**config.mk**
```make
export PLATFORM = sky130hd
export DESIGN_NAME = mem_port_arbiter
export DESIGN_NICKNAME = d
export VERILOG_FILES = /design/src/rtl/mem_port_arbiter.sv
export SDC_FILE = /design/constraint.sdc
export NUM_CORES = 1
export LEC_CHECK = 0
export CAP_MARGIN = 40
export CORE_UTILIZATION = 33
export DETAILED_ROUTE_END_ITERATION = 6
export PLACE_DENSITY = 0.74
export SYNTH_ARGS = -nofsm -noshare
export SYNTH_HDL_FRONTEND = slang
export SYNTH_SLANG_ARGS = --single-unit
```
**constraint.sdc**
```tcl
create_clock -name clk -period 1.79 [get_ports clk]
set_clock_uncertainty 0.2 [all_clocks]
set_input_delay 0.2685 -clock clk [delete_from_list [all_inputs] [get_ports clk]]
set_output_delay 0.2685 -clock clk [all_outputs]
set_load 0.03 [all_outputs]
```
**src/rtl/mem_port_arbiter.sv**
```systemverilog
// -----------------------------------------------------------------------------
// mem_port_arbiter
//
// Shares one single-ported unified memory between the fetch stage (read-only)
// and the memory stage (read/write). Only one transaction is outstanding at a
// time. Each requester is stalled until its own access completes.
//
// Optional build macro: ARB_STARVE_GUARD_EN
//   defined   -> after MAX_DATA_WINS consecutive data grants made while fetch
//                was waiting, the next contested arbitration goes to fetch.
//   undefined -> strict data-over-fetch priority.
//
// Handshake semantics (both requester ports):
//   A requester raises *_req (level) with stable address/data and holds it
//   until the matching *_valid pulse. *_valid is a single-cycle completion
//   pulse; *_rdata is meaningful only in that cycle and is 0 otherwise.
//   The memory side accepts mem_req when mem_gnt=1 in the same cycle, and
//   answers later with a one-cycle mem_rvalid carrying mem_rdata.
//
// Ports:
//   clk, rst                      clock (rising edge), async active-low reset
//   if_req/if_addr                fetch request, address
//   if_rdata/if_valid             fetch data, completion pulse
//   dm_req/dm_we/dm_addr/
//   dm_wdata/dm_be                data request (load/store)
//   dm_rdata/dm_valid             load data, completion pulse
//   mem_req/mem_we/mem_addr/
//   mem_wdata/mem_be              request to memory
//   mem_gnt/mem_rvalid/mem_rdata  memory accept, response, read data
//   stall_if/stall_mem            hazard-unit stalls
//   err                           sticky timeout flag
//   dbg_state                     current FSM state (0 IDLE, 1 WAIT_GNT,
//                                 2 WAIT_RESP)
// -----------------------------------------------------------------------------
module mem_port_arbiter #(
  parameter int DATA_WIDTH     = 32,
  parameter int TIMEOUT_CYCLES = 64,
  parameter int MAX_DATA_WINS  = 4
) (
  input  logic                    clk,
  input  logic                    rst,
  input  logic                    if_req,
  input  logic [DATA_WIDTH-1:0]   if_addr,
  output logic [DATA_WIDTH-1:0]   if_rdata,
  output logic                    if_valid,
  input  logic                    dm_req,
  input  logic                    dm_we,
  input  logic [DATA_WIDTH-1:0]   dm_addr,
  input  logic [DATA_WIDTH-1:0]   dm_wdata,
  input  logic [DATA_WIDTH/8-1:0] dm_be,
  output logic [DATA_WIDTH-1:0]   dm_rdata,
  output logic                    dm_valid,
  output logic                    mem_req,
  output logic                    mem_we,
  output logic [DATA_WIDTH-1:0]   mem_addr,
  output logic [DATA_WIDTH-1:0]   mem_wdata,
  output logic [DATA_WIDTH/8-1:0] mem_be,
  input  logic                    mem_gnt,
  input  logic                    mem_rvalid,
  input  logic [DATA_WIDTH-1:0]   mem_rdata,
  output logic                    stall_if,
  output logic                    stall_mem,
  output logic                    err,
  output logic [1:0]              dbg_state
);

  typedef enum logic [1:0] {
    IDLE      = 2'd0,
    WAIT_GNT  = 2'd1,
    WAIT_RESP = 2'd2
  } state_t;

  typedef enum logic [1:0] {
    OWN_NONE = 2'd0,
    OWN_IF   = 2'd1,
    OWN_DM   = 2'd2
  } owner_t;

  localparam int CNT_W = (TIMEOUT_CYCLES > 1) ? $clog2(TIMEOUT_CYCLES) : 1;
  localparam logic [CNT_W-1:0] CNT_LAST = CNT_W'(TIMEOUT_CYCLES - 1);

  state_t                  state;
  owner_t                  owner;
  logic [CNT_W-1:0]        cnt;
  logic                    lat_we;
  logic [DATA_WIDTH-1:0]   lat_addr;
  logic [DATA_WIDTH-1:0]   lat_wdata;
  logic [DATA_WIDTH/8-1:0] lat_be;
  logic                    err_q;

  logic timeout_hit;
  logic resp_hit;
  logic done;
  logic grant_dm;
  logic grant_if;

  // A real response in the last allowed cycle counts as a normal completion.
  assign resp_hit    = (state == WAIT_RESP) && mem_rvalid;
  assign timeout_hit = (state != IDLE) && (cnt == CNT_LAST) && !resp_hit;
  assign done        = resp_hit || timeout_hit;

`ifdef ARB_STARVE_GUARD_EN
  // Consecutive data grants made while fetch was pending.
  logic [2:0] wins;
  logic       guard_hit;

  assign guard_hit = dm_req && if_req && (wins == 3'(MAX_DATA_WINS));
  assign grant_dm  = dm_req && !guard_hit;
  assign grant_if  = if_req && !grant_dm;

  always_ff @(posedge clk or negedge rst) begin
    if (!rst) begin
      wins <= 3'd0;
    end else if (!if_req) begin
      wins <= 3'd0;
    end else if (state == IDLE) begin
      if (grant_if) begin
        wins <= 3'd0;
      end else if (grant_dm && (wins != 3'd7)) begin
        wins <= wins + 3'd1;
      end
    end
  end
`else
  assign grant_dm = dm_req;
  assign grant_if = if_req && !dm_req;
`endif

  always_ff @(posedge clk or negedge rst) begin
    if (!rst) begin
      state     <= IDLE;
      owner     <= OWN_NONE;
      cnt       <= '0;
      lat_we    <= 1'b0;
      lat_addr  <= '0;
      lat_wdata <= '0;
      lat_be    <= '0;
      err_q     <= 1'b0;
    end else begin
      case (state)
        IDLE: begin
          cnt <= '0;
          if (grant_dm) begin
            owner     <= OWN_DM;
            lat_we    <= dm_we;
            lat_addr  <= dm_addr;
            lat_wdata <= dm_wdata;
            lat_be    <= dm_be;
            state     <= WAIT_GNT;
          end else if (grant_if) begin
            // Fetches are always full-word reads.
            owner     <= OWN_IF;
            lat_we    <= 1'b0;
            lat_addr  <= if_addr;
            lat_wdata <= '0;
            lat_be    <= '1;
            state     <= WAIT_GNT;
          end else begin
            owner <= OWN_NONE;
          end
        end
        WAIT_GNT: begin
          // Abort takes precedence over a grant in the same cycle; any
          // response that follows lands in IDLE and is dropped.
          if (timeout_hit) begin
            err_q <= 1'b1;
            owner <= OWN_NONE;
            cnt   <= '0;
            state <= IDLE;
          end else if (mem_gnt) begin
            cnt   <= '0;
            state <= WAIT_RESP;
          end else begin
            cnt <= cnt + 1'b1;
          end
        end
        WAIT_RESP: begin
          if (resp_hit) begin
            owner <= OWN_NONE;
            cnt   <= '0;
            state <= IDLE;
          end else if (timeout_hit) begin
            err_q <= 1'b1;
            owner <= OWN_NONE;
            cnt   <= '0;
            state <= IDLE;
          end else begin
            cnt <= cnt + 1'b1;
          end
        end
        default: begin
          owner <= OWN_NONE;
          cnt   <= '0;
          state <= IDLE;
        end
      endcase
    end
  end

  always_comb begin
    mem_req   = (state == WAIT_GNT);
    mem_we    = mem_req && lat_we;
    mem_addr  = mem_req ? lat_addr  : '0;
    mem_wdata = mem_req ? lat_wdata : '0;
    mem_be    = mem_req ? lat_be    : '0;

    if_valid  = done && (owner == OWN_IF);
    dm_valid  = done && (owner == OWN_DM);
    // Aborted transactions complete with zero data.
    if_rdata  = (if_valid && resp_hit) ? mem_rdata : '0;
    dm_rdata  = (dm_valid && resp_hit) ? mem_rdata : '0;

    stall_if  = if_req && !if_valid;
    stall_mem = dm_req && !dm_valid;
    err       = err_q;
    dbg_state = state;
  end

endmodule

```
==> impl_metrics.env, run 1 <==
export IMPL_synth_largest_area_cell="dfrtp_1"
export IMPL_power_leakage_nw=4.19
export IMPL_final_util_pct=71.4
export IMPL_grt_pass1_wl_mm=23.0
export IMPL_fillerInstances=905
export IMPL_slew_violations=0
export IMPL_post_route_min_period_ps=2200
export IMPL_clk_pin_slew_worst_paths_ps=70
export IMPL_relSlewSlack_pct=78.8
export IMPL_async_flop_share_pct=100
export IMPL_cp_end_kind="output port"
export IMPL_clock_sinks=80
export IMPL_area_growth_pct=111
export IMPL_clk_latency_ps=340
export IMPL_path_buf_inv=3
export IMPL_drt_pass1_iterations=4
export IMPL_design_area_sq_um=9010
export IMPL_top_layer_used="met4"
export IMPL_slowest_delay_ps=410
export IMPL_p_int_w=0.00750
export IMPL_wl_met1_mm=5.93
export IMPL_fmax_mhz=455
export IMPL_gp_congestion=0.813
export IMPL_drt_iter0_drc=142
export IMPL_dpl_cell_area_sq_um=7720
export IMPL_synth_area_top_cells="dfrtp_1, and2_1, mux2i_1, a22o_1, o21ai_0"
export IMPL_worstMarginPinSlew_ps=315
export IMPL_vias=4455
export IMPL_ys_seq_elements=80
export IMPL_grt_usage_pct=22.8
export IMPL_vdd_drop_max_mv=0.723
export IMPL_wl_met2_mm=9.21
export IMPL_drtAntennaViolNets=0
export IMPL_cts_tree="yes"
export IMPL_finalWorstSetupSlack_ps=-409
export IMPL_final_nets=903
export IMPL_ys_warnings_count=0
export IMPL_synthDominantCellAreaShare_pct=46.8
export IMPL_wl_per_cell_um=17.9
export IMPL_layout_drive_gt1_share_pct=49.9
export IMPL_yosysMostFrequentCell="and2_1"
export IMPL_start_util_pct=33.9
export IMPL_dp_cells=896
export IMPL_rsz0062_at_grt="yes"
export IMPL_rows=41
export IMPL_synthesis_area_sq_um=4280
export IMPL_crit_chain="inv_2, ha_2, nor3_4, nor2_4, buf_4, o21a_4, buf_12"
export IMPL_syn_inst=439
export IMPL_seq_area_frac_synth_pct=46.8
export IMPL_dp_hpwl_mm=11.1
export IMPL_status="finished with violations"
export IMPL_grt_max_degree=56
export IMPL_dieHeight_um=116
export IMPL_ios=280
export IMPL_synth_edff_count=0
export IMPL_synthDistinctLibCells=31
export IMPL_wl_met3_mm=1.20
export IMPL_p_comb_share_pct=59.0
export IMPL_p_seq_share_pct=25.4
export IMPL_clock_path_buffers=2
export IMPL_critPathLaunchType="flop"
export IMPL_finalHoldViolations=0
export IMPL_synth_avg_cell_area_sq_um=9.75
export IMPL_crit_type="reg2out"
export IMPL_fin_tns_setup_ps=-50120
export IMPL_switching_share_pct=38.9
export IMPL_synthFlopType="dfrtp_1"
export IMPL_multi_input_area_sq_um=2630
export IMPL_root_buffer="clkbuf_16"
export IMPL_htree_num_levels=3
export IMPL_antenna_found_initial=1
export IMPL_timing_final_crit_share_pct=123
export IMPL_routed_wl_mm=16.8
export IMPL_die_w_um=116
export IMPL_port_buffers=279
export IMPL_powerDensity_nw_per_um2=1360
export IMPL_viasPerCell=4.75
export IMPL_grt_pass1_vias=4455
export IMPL_grt_overflow=0
export IMPL_register_area_sq_um=2000
export IMPL_cts_buffers=9
export IMPL_hold_class="in2async"
export IMPL_finalNonFillerCells=937
export IMPL_critPathSlowestCell="dfrtp_2"
export IMPL_crit_family="flip-flops"
export IMPL_synth_commonest_cells="and2_1, dfrtp_1, nand2_1"
export IMPL_die_area_sq_um=13400
export IMPL_maxCapViolCount=0
export IMPL_crit_path_max_fanout=3
export IMPL_core_area_sq_um=12600
export IMPL_syn_num_nets=583
export IMPL_clkPwrFrac_pct=15.6
export IMPL_finalSetupViolCount=146
export IMPL_cp_arrival_ps=1730
export IMPL_route_detailed_drc=0
export IMPL_switchingPower_w=0.00478
export IMPL_failed_checks="negative setup slack"
export IMPL_cp_required_ps=1320
-- final cells by class --
class | count | share of cell area, %
Timing Repair Buffer | 342 | 42.5
Multi-Input combinational cell | 322 | 29.2
Sequential cell | 80 | 22.2
Clock buffer | 9 | 2.50
Tap cell | 172 | 2.39
Clock inverter | 7 | 0.930
Inverter | 4 | 0.167
Antenna cell | 1 | 0.0278
-- worst reg2reg max path: stages (launching register included) --
cell and delay (ps):
dfrtp_2 410, inv_2 60, buf_6 120, ha_4 180
buf_8 140, buf_6 130, buf_4 130, buf_4 140
o211ai_1 190, a21oi_1 90
-- flip-flops by register name (all words and copies together) (netlist names) --
name	count
err	1
owner	2
dbg_state	2
cnt	6
lat_addr	32
lat_we	1
lat_wdata	32
lat_be	4
-- kinds of logic after synthesis --
| logic type | after synthesis | share of synthesized area [%] |
|---|---|---|
| buf+inv | 37 | 3.71 |
| flops | 80 | 46.8 |
| xor+xnor | 4 | 0.819 |
| simple gates | 200 | 26.5 |
| compound gates | 81 | 13.3 |
| mux | 32 | 7.49 |
| fa+ha+maj | 5 | 1.46 |
-- power by group through the flow --
stage	combinational, W	clock, W	sequential (W)
6_report	0.00724	0.00192	0.00312
5_1_grt	0.00764	0.00204	0.00321
4_1_cts	0.00664	0.00195	0.00310
3_5_place_dp	0.00581	0	0.00310
3_3_place_gp	0.00571	0	0.00307
2_1_floorplan	0.00381	0	0.00305
-- worst paths after layout --
path,slack [ps],start,to,depth (start not counted)
setup / recovery,-410,dbg_state[1],stall_if,7
hold / removal,150,rst,lat_wdata[23],2
setup reg to reg,-120,dbg_state[1],owner[1],9
hold reg to reg,280,lat_addr[2],lat_addr[2],2
max in group asynchronous,660,rst,dbg_state[0],3
min in group clk,200,dm_req,owner[1],3
-- placed cells by master (no fill, tap or decap), types with 2 or more instances in the layout --
cell,n
dfrtp_2,2
clkdlybuf4s50_1,136
xnor2_1,2
nand2b_4,2
buf_12,20
o211ai_1,2
buf_6,145
xor2_1,2
o21a_4,2
dfrtp_1,78
nand3_1,3
buf_4,27
nand2_1,35
mux2i_1,32
ha_4,2
inv_6,3
clkbuf_16,15
inv_1,2
ha_2,2
a21oi_1,2
inv_2,2
a22o_1,33
buf_8,3
o22a_1,4
dlygate4sd2_1,3
nor2_1,8
o21ai_0,32
and2_4,134
nor2_4,6
-- through the flow --
step	hold slack, ps	worst slack [ps]	power (W)
after floorplan	-227	-148	0.00686
after detailed placement	-14.3	-415	0.00891
after CTS	156	-445	0.0117
after global placement	-22.0	-422	0.00878
after global routing	196	-479	0.0129
final	154	-409	0.0123
-- metal layers --
metal  vias to the layer above  GRT usage, %
met1                      2125          22.9
met5                         -             0
met4                         0          9.83
met3                        25          5.96
met2                       189          43.9
li1                       2116             -
-- timing repair --
item / in CTS / in global routing
setup endpoints to repair: 151 / 160
pin swaps: 8 / 22
hold buffers: 1 / 0
resized for setup: 151 / 46
setup buffers: 7 / 8
cloned: 5 / 8
hold endpoints to repair: 80 / 0
No activity file was read; power rests on OpenSTA's default activity.
==> run 2, diff against run 1 <==
- GPL_TIMING_DRIVEN: unset -> 0
- SETUP_SLACK_MARGIN: unset -> 0.5
==> run 2 against run 1 <==
- the run ends with negative hold slack, negative setup slack left
- power increased by 4.4%
- sequential share of layout area shrank 0.81 points
- sequential power about the same
- clock power increased by 8%
- non-clock buffer count increased by 29
- maximum frequency decreased by 6.0%
- setup slack worse by 140 ps
- count of clock-buffer cells in the layout increased by 2
- cell count is 3.4% higher
- highest routed layer unchanged
- die area did not move
==> impl_metrics.env, run 2 (synthesis gave the netlist of run 1 again) <==
export IMPL_powerDensity_nw_per_um2=1370
export IMPL_finalHoldViolations=39
export IMPL_antenna_found_initial=4
export IMPL_p_int_w=0.00809
export IMPL_cts_tree="yes"
export IMPL_grt_pass1_wl_mm=26.6
export IMPL_clk_pin_slew_worst_paths_ps=60
export IMPL_dp_cells=891
export IMPL_switchingPower_w=0.00474
export IMPL_drtAntennaViolNets=0
export IMPL_gp_congestion=0.889
export IMPL_finalWorstSetupSlack_ps=-550
export IMPL_hold_ws_ps=-291
export IMPL_cp_required_ps=1320
export IMPL_area_growth_pct=119
export IMPL_start_util_pct=33.9
export IMPL_routed_wl_mm=18.3
export IMPL_drt_iter0_drc=150
export IMPL_finalSetupViolCount=213
export IMPL_dp_hpwl_mm=12.6
export IMPL_root_buffer="clkbuf_16"
export IMPL_crit_path_max_fanout=5
export IMPL_clkPwrFrac_pct=16.2
export IMPL_finalNonFillerCells=969
export IMPL_clock_path_buffers=2
export IMPL_rows=41
export IMPL_cp_end_kind="output port"
export IMPL_p_seq_share_pct=24.4
export IMPL_grt_overflow=0
export IMPL_p_comb_share_pct=59.3
export IMPL_clock_sinks=80
export IMPL_hold_class="in2async"
export IMPL_dpl_cell_area_sq_um=7880
export IMPL_critPathLaunchType="flop"
export IMPL_viasPerCell=4.82
export IMPL_cp_arrival_ps=1870
export IMPL_final_util_pct=74.1
export IMPL_clk_latency_ps=330
export IMPL_crit_type="reg2out"
export IMPL_status="finished with violations"
export IMPL_vdd_drop_max_mv=0.730
export IMPL_post_route_min_period_ps=2340
export IMPL_final_nets=932
export IMPL_slew_violations=0
export IMPL_die_area_sq_um=13400
export IMPL_grt_pass1_vias=4808
export IMPL_route_detailed_drc=0
export IMPL_maxCapViolCount=0
export IMPL_design_area_sq_um=9360
export IMPL_largestRegisters="lat_addr (32), lat_wdata (32), cnt (6)"
export IMPL_worstMarginPinSlew_ps=530
export IMPL_rsz0062_at_grt="yes"
export IMPL_wl_per_cell_um=18.9
export IMPL_grt_usage_pct=26.7
export IMPL_htree_num_levels=3
export IMPL_drt_pass1_iterations=4
export IMPL_layout_drive_gt1_share_pct=51.6
export IMPL_vias=4666
export IMPL_timing_final_crit_share_pct=131
export IMPL_relSlewSlack_pct=64.7
export IMPL_grt_max_degree=42
export IMPL_die_w_um=116
export IMPL_ios=280
export IMPL_port_buffers=279
export IMPL_mostFrequentLayoutCells="buf_6, clkdlybuf4s50_1, and2_4, dfrtp_1, nand2_1"
export IMPL_dieHeight_um=116
export IMPL_switching_share_pct=37.0
export IMPL_layout_commonest_cell="buf_6"
export IMPL_failed_checks="negative hold slack, negative setup slack"
export IMPL_power_leakage_nw=4.37
export IMPL_core_area_sq_um=12600
export IMPL_cts_buffers=9
export IMPL_fmax_mhz=427
==> run 2: changes by cell type in the layout (fill, tap and decap cells not counted), moves of 3 or more <==
cell	previous run	this run
buf_6	145	169
buf_8	3	15
dlygate4sd2_1	3	0
inv_6	3	0
nor2_2	0	3
diode_2	1	4
clkbuf_16	15	21
buf_12	20	6
buf_4	27	23
==> run 2: metrics by stage <==
stage                     setup TNS [ps]  worst slack [ps]  power, W
after floorplan                    -6420              -148   0.00688
after global placement           -318270             -2930   0.00890
after detailed placement         -111510              -855   0.00906
after CTS                         -61890              -535    0.0124
after global routing              -79110              -616    0.0135
final                             -67530              -550    0.0128
==> run 2: area by class of cell <==
cell class / instances / area [sq um]
Clock buffer: 11 / 233
Antenna cell: 4 / 10.0
Buffer: 33 / 475
Inverter: 4 / 15.0
Clock inverter: 5 / 105
Timing Repair Buffer: 338 / 3690
Tap cell: 172 / 215
Sequential cell: 80 / 2000
Multi-Input combinational cell: 322 / 2610
Fill cell: 890 / 3260
==> run 2: power groups by stage <==
stage	Sequential, W	Combinational [W]	Clock (W)
2_1_floorplan	0.00305	0.00383	0
3_3_place_gp	0.00309	0.00581	0
3_5_place_dp	0.00316	0.00590	0
4_1_cts	0.00311	0.00717	0.00212
5_1_grt	0.00324	0.00805	0.00218
6_report	0.00313	0.00761	0.00208
==> run 2: critical path: stages, from the launching register on <==
cell	delay, ps
dfrtp_2	410
inv_2	80
ha_4	150
nand2_4	70
nor2_4	110
buf_6	130
buf_12	100
buf_12	90
clkbuf_8	130
and2_4	150
buf_6	120
==> run 2: path summary, 6_finish.rpt <==
| path | start | end | slack [ps] | depth (start not counted) |
|---|---|---|---|---|
| worst max register to register | dbg_state[1] | dbg_state[1] | -340 | 7 |
| min in group clk | lat_addr[26] | lat_addr[26] | 280 | 2 |
| worst min register to register | lat_addr[26] | lat_addr[26] | 280 | 2 |
| worst min-delay path | rst | lat_wdata[23] | -290 | 1 |
| worst max-delay path | dbg_state[0] | if_rdata[9] | -550 | 10 |
| max in group asynchronous | rst | dbg_state[1] | 1050 | 2 |
==> run 2: what timing repair did <==
item	in CTS	in global routing
gates cloned	9	3
gates resized for setup	1035	57
pin swaps	13	7
hold endpoints to repair	39	39
endpoints found under the setup margin	221	221
buffers inserted	31	15
==> run 2: layer usage <==
metal  global-route usage [%]  vias to the layer above  part of all wire (%)
met4                     12.5                        0                   3.6
li1                         -                     2172                     -
met2                     50.4                      200                    53
met3                     7.17                       36                   8.2
met5                        0                        -                     0
met1                     27.1                     2258                    35
==> run 3, diff against run 2 <==
- CORE_UTILIZATION: 33 -> 37
- GPL_TIMING_DRIVEN: 0 -> unset
- PLACE_DENSITY: 0.74 -> 0.79
- clock period: 1.79 -> 2.55 ns (I/O delays scaled with it)
==> run 3 against run 2 <==
- power decreased by 36%
- die area decreased by 11%
- sequential power is 30% lower
- final area decreased by 9.5%
- count of clock-buffer cells in the layout down 1
- global-route usage shrank 2.3 points
- the flow now finishes without violations
- largest cell class unchanged
- via count is 4.6% lower
- critical path type unchanged
- worst hold slack improved by 570 ps
- first-iteration DRC count increased by 8.0%
- combinational power is 38% lower
- setup slack better by 790 ps
==> impl_metrics.env, run 3 (synthesis gave the netlist of run 1 again) <==
export IMPL_status="finished clean"
export IMPL_area_growth_pct=97.8
export IMPL_cts_buffers=9
export IMPL_grt_overflow=0
export IMPL_clk_pin_slew_worst_paths_ps=60
export IMPL_mostFrequentLayoutCells="clkdlybuf4s50_1, buf_6, dfrtp_1, and2_4, and2_2"
export IMPL_finalSetupViolCount=0
export IMPL_critPathLaunchType="flop"
export IMPL_clk_latency_ps=330
export IMPL_path_buf_inv=4
export IMPL_crit_type="reg2out"
export IMPL_finalHoldViolations=0
export IMPL_crit_chain="buf_4, ha_4, buf_4, buf_16, and2_2, buf_6"
export IMPL_relSlewSlack_pct=58.9
export IMPL_slew_violations=0
export IMPL_grt_pass1_wl_mm=21.7
export IMPL_final_nets=882
export IMPL_slowest_delay_ps=430
export IMPL_drt_pass1_iterations=4
export IMPL_reg2reg_slack_ps=510
export IMPL_root_buffer="clkbuf_16"
export IMPL_cp_depth=6
export IMPL_ios=280
export IMPL_crit_path_frequent_cell="buf_4"
export IMPL_fin_tns_setup_ps=0
export IMPL_clock_sinks=80
export IMPL_reg2reg_to="dbg_state[1]"
export IMPL_core_area_sq_um=11000
export IMPL_cp_arrival_ps=1730
export IMPL_drtAntennaViolNets=0
export IMPL_crit_family="buffers and inverters"
export IMPL_grt_usage_pct=24.4
export IMPL_start_util_pct=38.8
export IMPL_crit_path_max_fanout=8
export IMPL_gp_congestion=0.811
export IMPL_reg2regPathDepth=8
export IMPL_grt_max_degree=72
export IMPL_hold_class="reg2reg"
export IMPL_critPathSlowestCell="dfrtp_2"
export IMPL_htree_num_levels=3
export IMPL_power_leakage_nw=3.98
export IMPL_clock_path_buffers=2
export IMPL_cp_required_ps=1970
export IMPL_maxCapViolCount=0
export IMPL_powerDensity_nw_per_um2=967
export IMPL_power_w=0.00819
export IMPL_place_worst_setup_slack_ps=72.1
export IMPL_port_buffers=279
export IMPL_wl_per_cell_um=18.3
export IMPL_vdd_drop_max_mv=0.538
export IMPL_dp_hpwl_mm=10.9
export IMPL_grt_pass1_vias=4136
export IMPL_rows=38
export IMPL_layout_drive_gt1_share_pct=47.4
export IMPL_die_area_sq_um=12000
export IMPL_cp_end_kind="output port"
export IMPL_largestRegisters="lat_addr (32), lat_wdata (32), cnt (6)"
export IMPL_viasPerCell=5.04
export IMPL_antenna_cells=0
export IMPL_dieHeight_um=110
export IMPL_cp_endpoint="mem_wdata[29]"
export IMPL_finalWorstSetupSlack_ps=239
export IMPL_critPathLaunch="dbg_state[0]"
export IMPL_worstMarginPinSlew_ps=616
export IMPL_vias=4451
export IMPL_drt_iter0_drc=162
export IMPL_routed_wl_mm=16.2
export IMPL_r2r_start="dbg_state[0]"
export IMPL_cts_tree="yes"
export IMPL_timing_final_crit_share_pct=90.6
export IMPL_route_detailed_drc=0
export IMPL_layout_commonest_cell="clkdlybuf4s50_1"
export IMPL_fmax_mhz=433
export IMPL_rsz0062_at_grt="yes"
export IMPL_post_route_min_period_ps=2310
export IMPL_die_w_um=110
export IMPL_antenna_found_initial=0
## run 3: stage by stage
stage               cell area [sq um]  util [%]  hold WS (ps)  instances
floorplan                        4520         -          -113        439
global placement                 7170      65.0           141        834
detailed placement               7190      65.2           143        835
CTS                              7870      71.4           277        866
global route                     8460      76.7           299        883
finish                           8460      76.7           275        883
## run 3: worst min path at each step
stage,start,endpoint,slack [ps],cells past startpoint
global placement,rst,lat_addr[7],140,1
global route,err,err,300,1
finish,lat_addr[24],lat_addr[24],280,2
CTS,lat_addr[24],lat_addr[24],280,2
floorplan,rst,cnt[0],-110,0
detailed placement,rst,lat_addr[5],140,1
## run 3: power by group
group / leakage, nW / internal, W / switching [W]
clock: 0.139 / 0.000762 / 0.000524
sequential: 0.997 / 0.00185 / 0.000336
combinational: 2.85 / 0.00239 / 0.00233
total: 3.98 / 0.00500 / 0.00319
## run 3: what timing repair did
action	4_1_cts	5_1_grt
gates resized for setup	67	114
hold endpoints to repair	30	0
pin swaps	6	16
gates cloned	3	6
buffers inserted	11	11
hold buffers	1	0
setup endpoints to repair	159	162
## run 3: cell type report
class / instances / area, sq um
Clock buffer: 10 / 229
Clock inverter: 6 / 67.6
Tap cell: 140 / 175
Fill cell: 686 / 2570
Sequential cell: 80 / 2000
Inverter: 4 / 20.0
Timing Repair Buffer: 321 / 3470
Multi-Input combinational cell: 322 / 2500
## run 3: worst register-to-register path: stages (launching register included)
cell and delay, ps:
dfrtp_2 430, buf_4 150, ha_4 190, buf_12 140, clkbuf_16 150, buf_4 140
a21oi_4 200, o21ai_1 140, o2bb2ai_1 150
## run 3: per-layer routing
metal | track usage (%) | part of all wire, % | vias up
met1 | 25.5 | 35 | 2144
met3 | 6.64 | 7.4 | 32
met2 | 45.5 | 54 | 206
met5 | 0 | 0 | -
met4 | 10.5 | 2.9 | 0
li1 | - | - | 2069
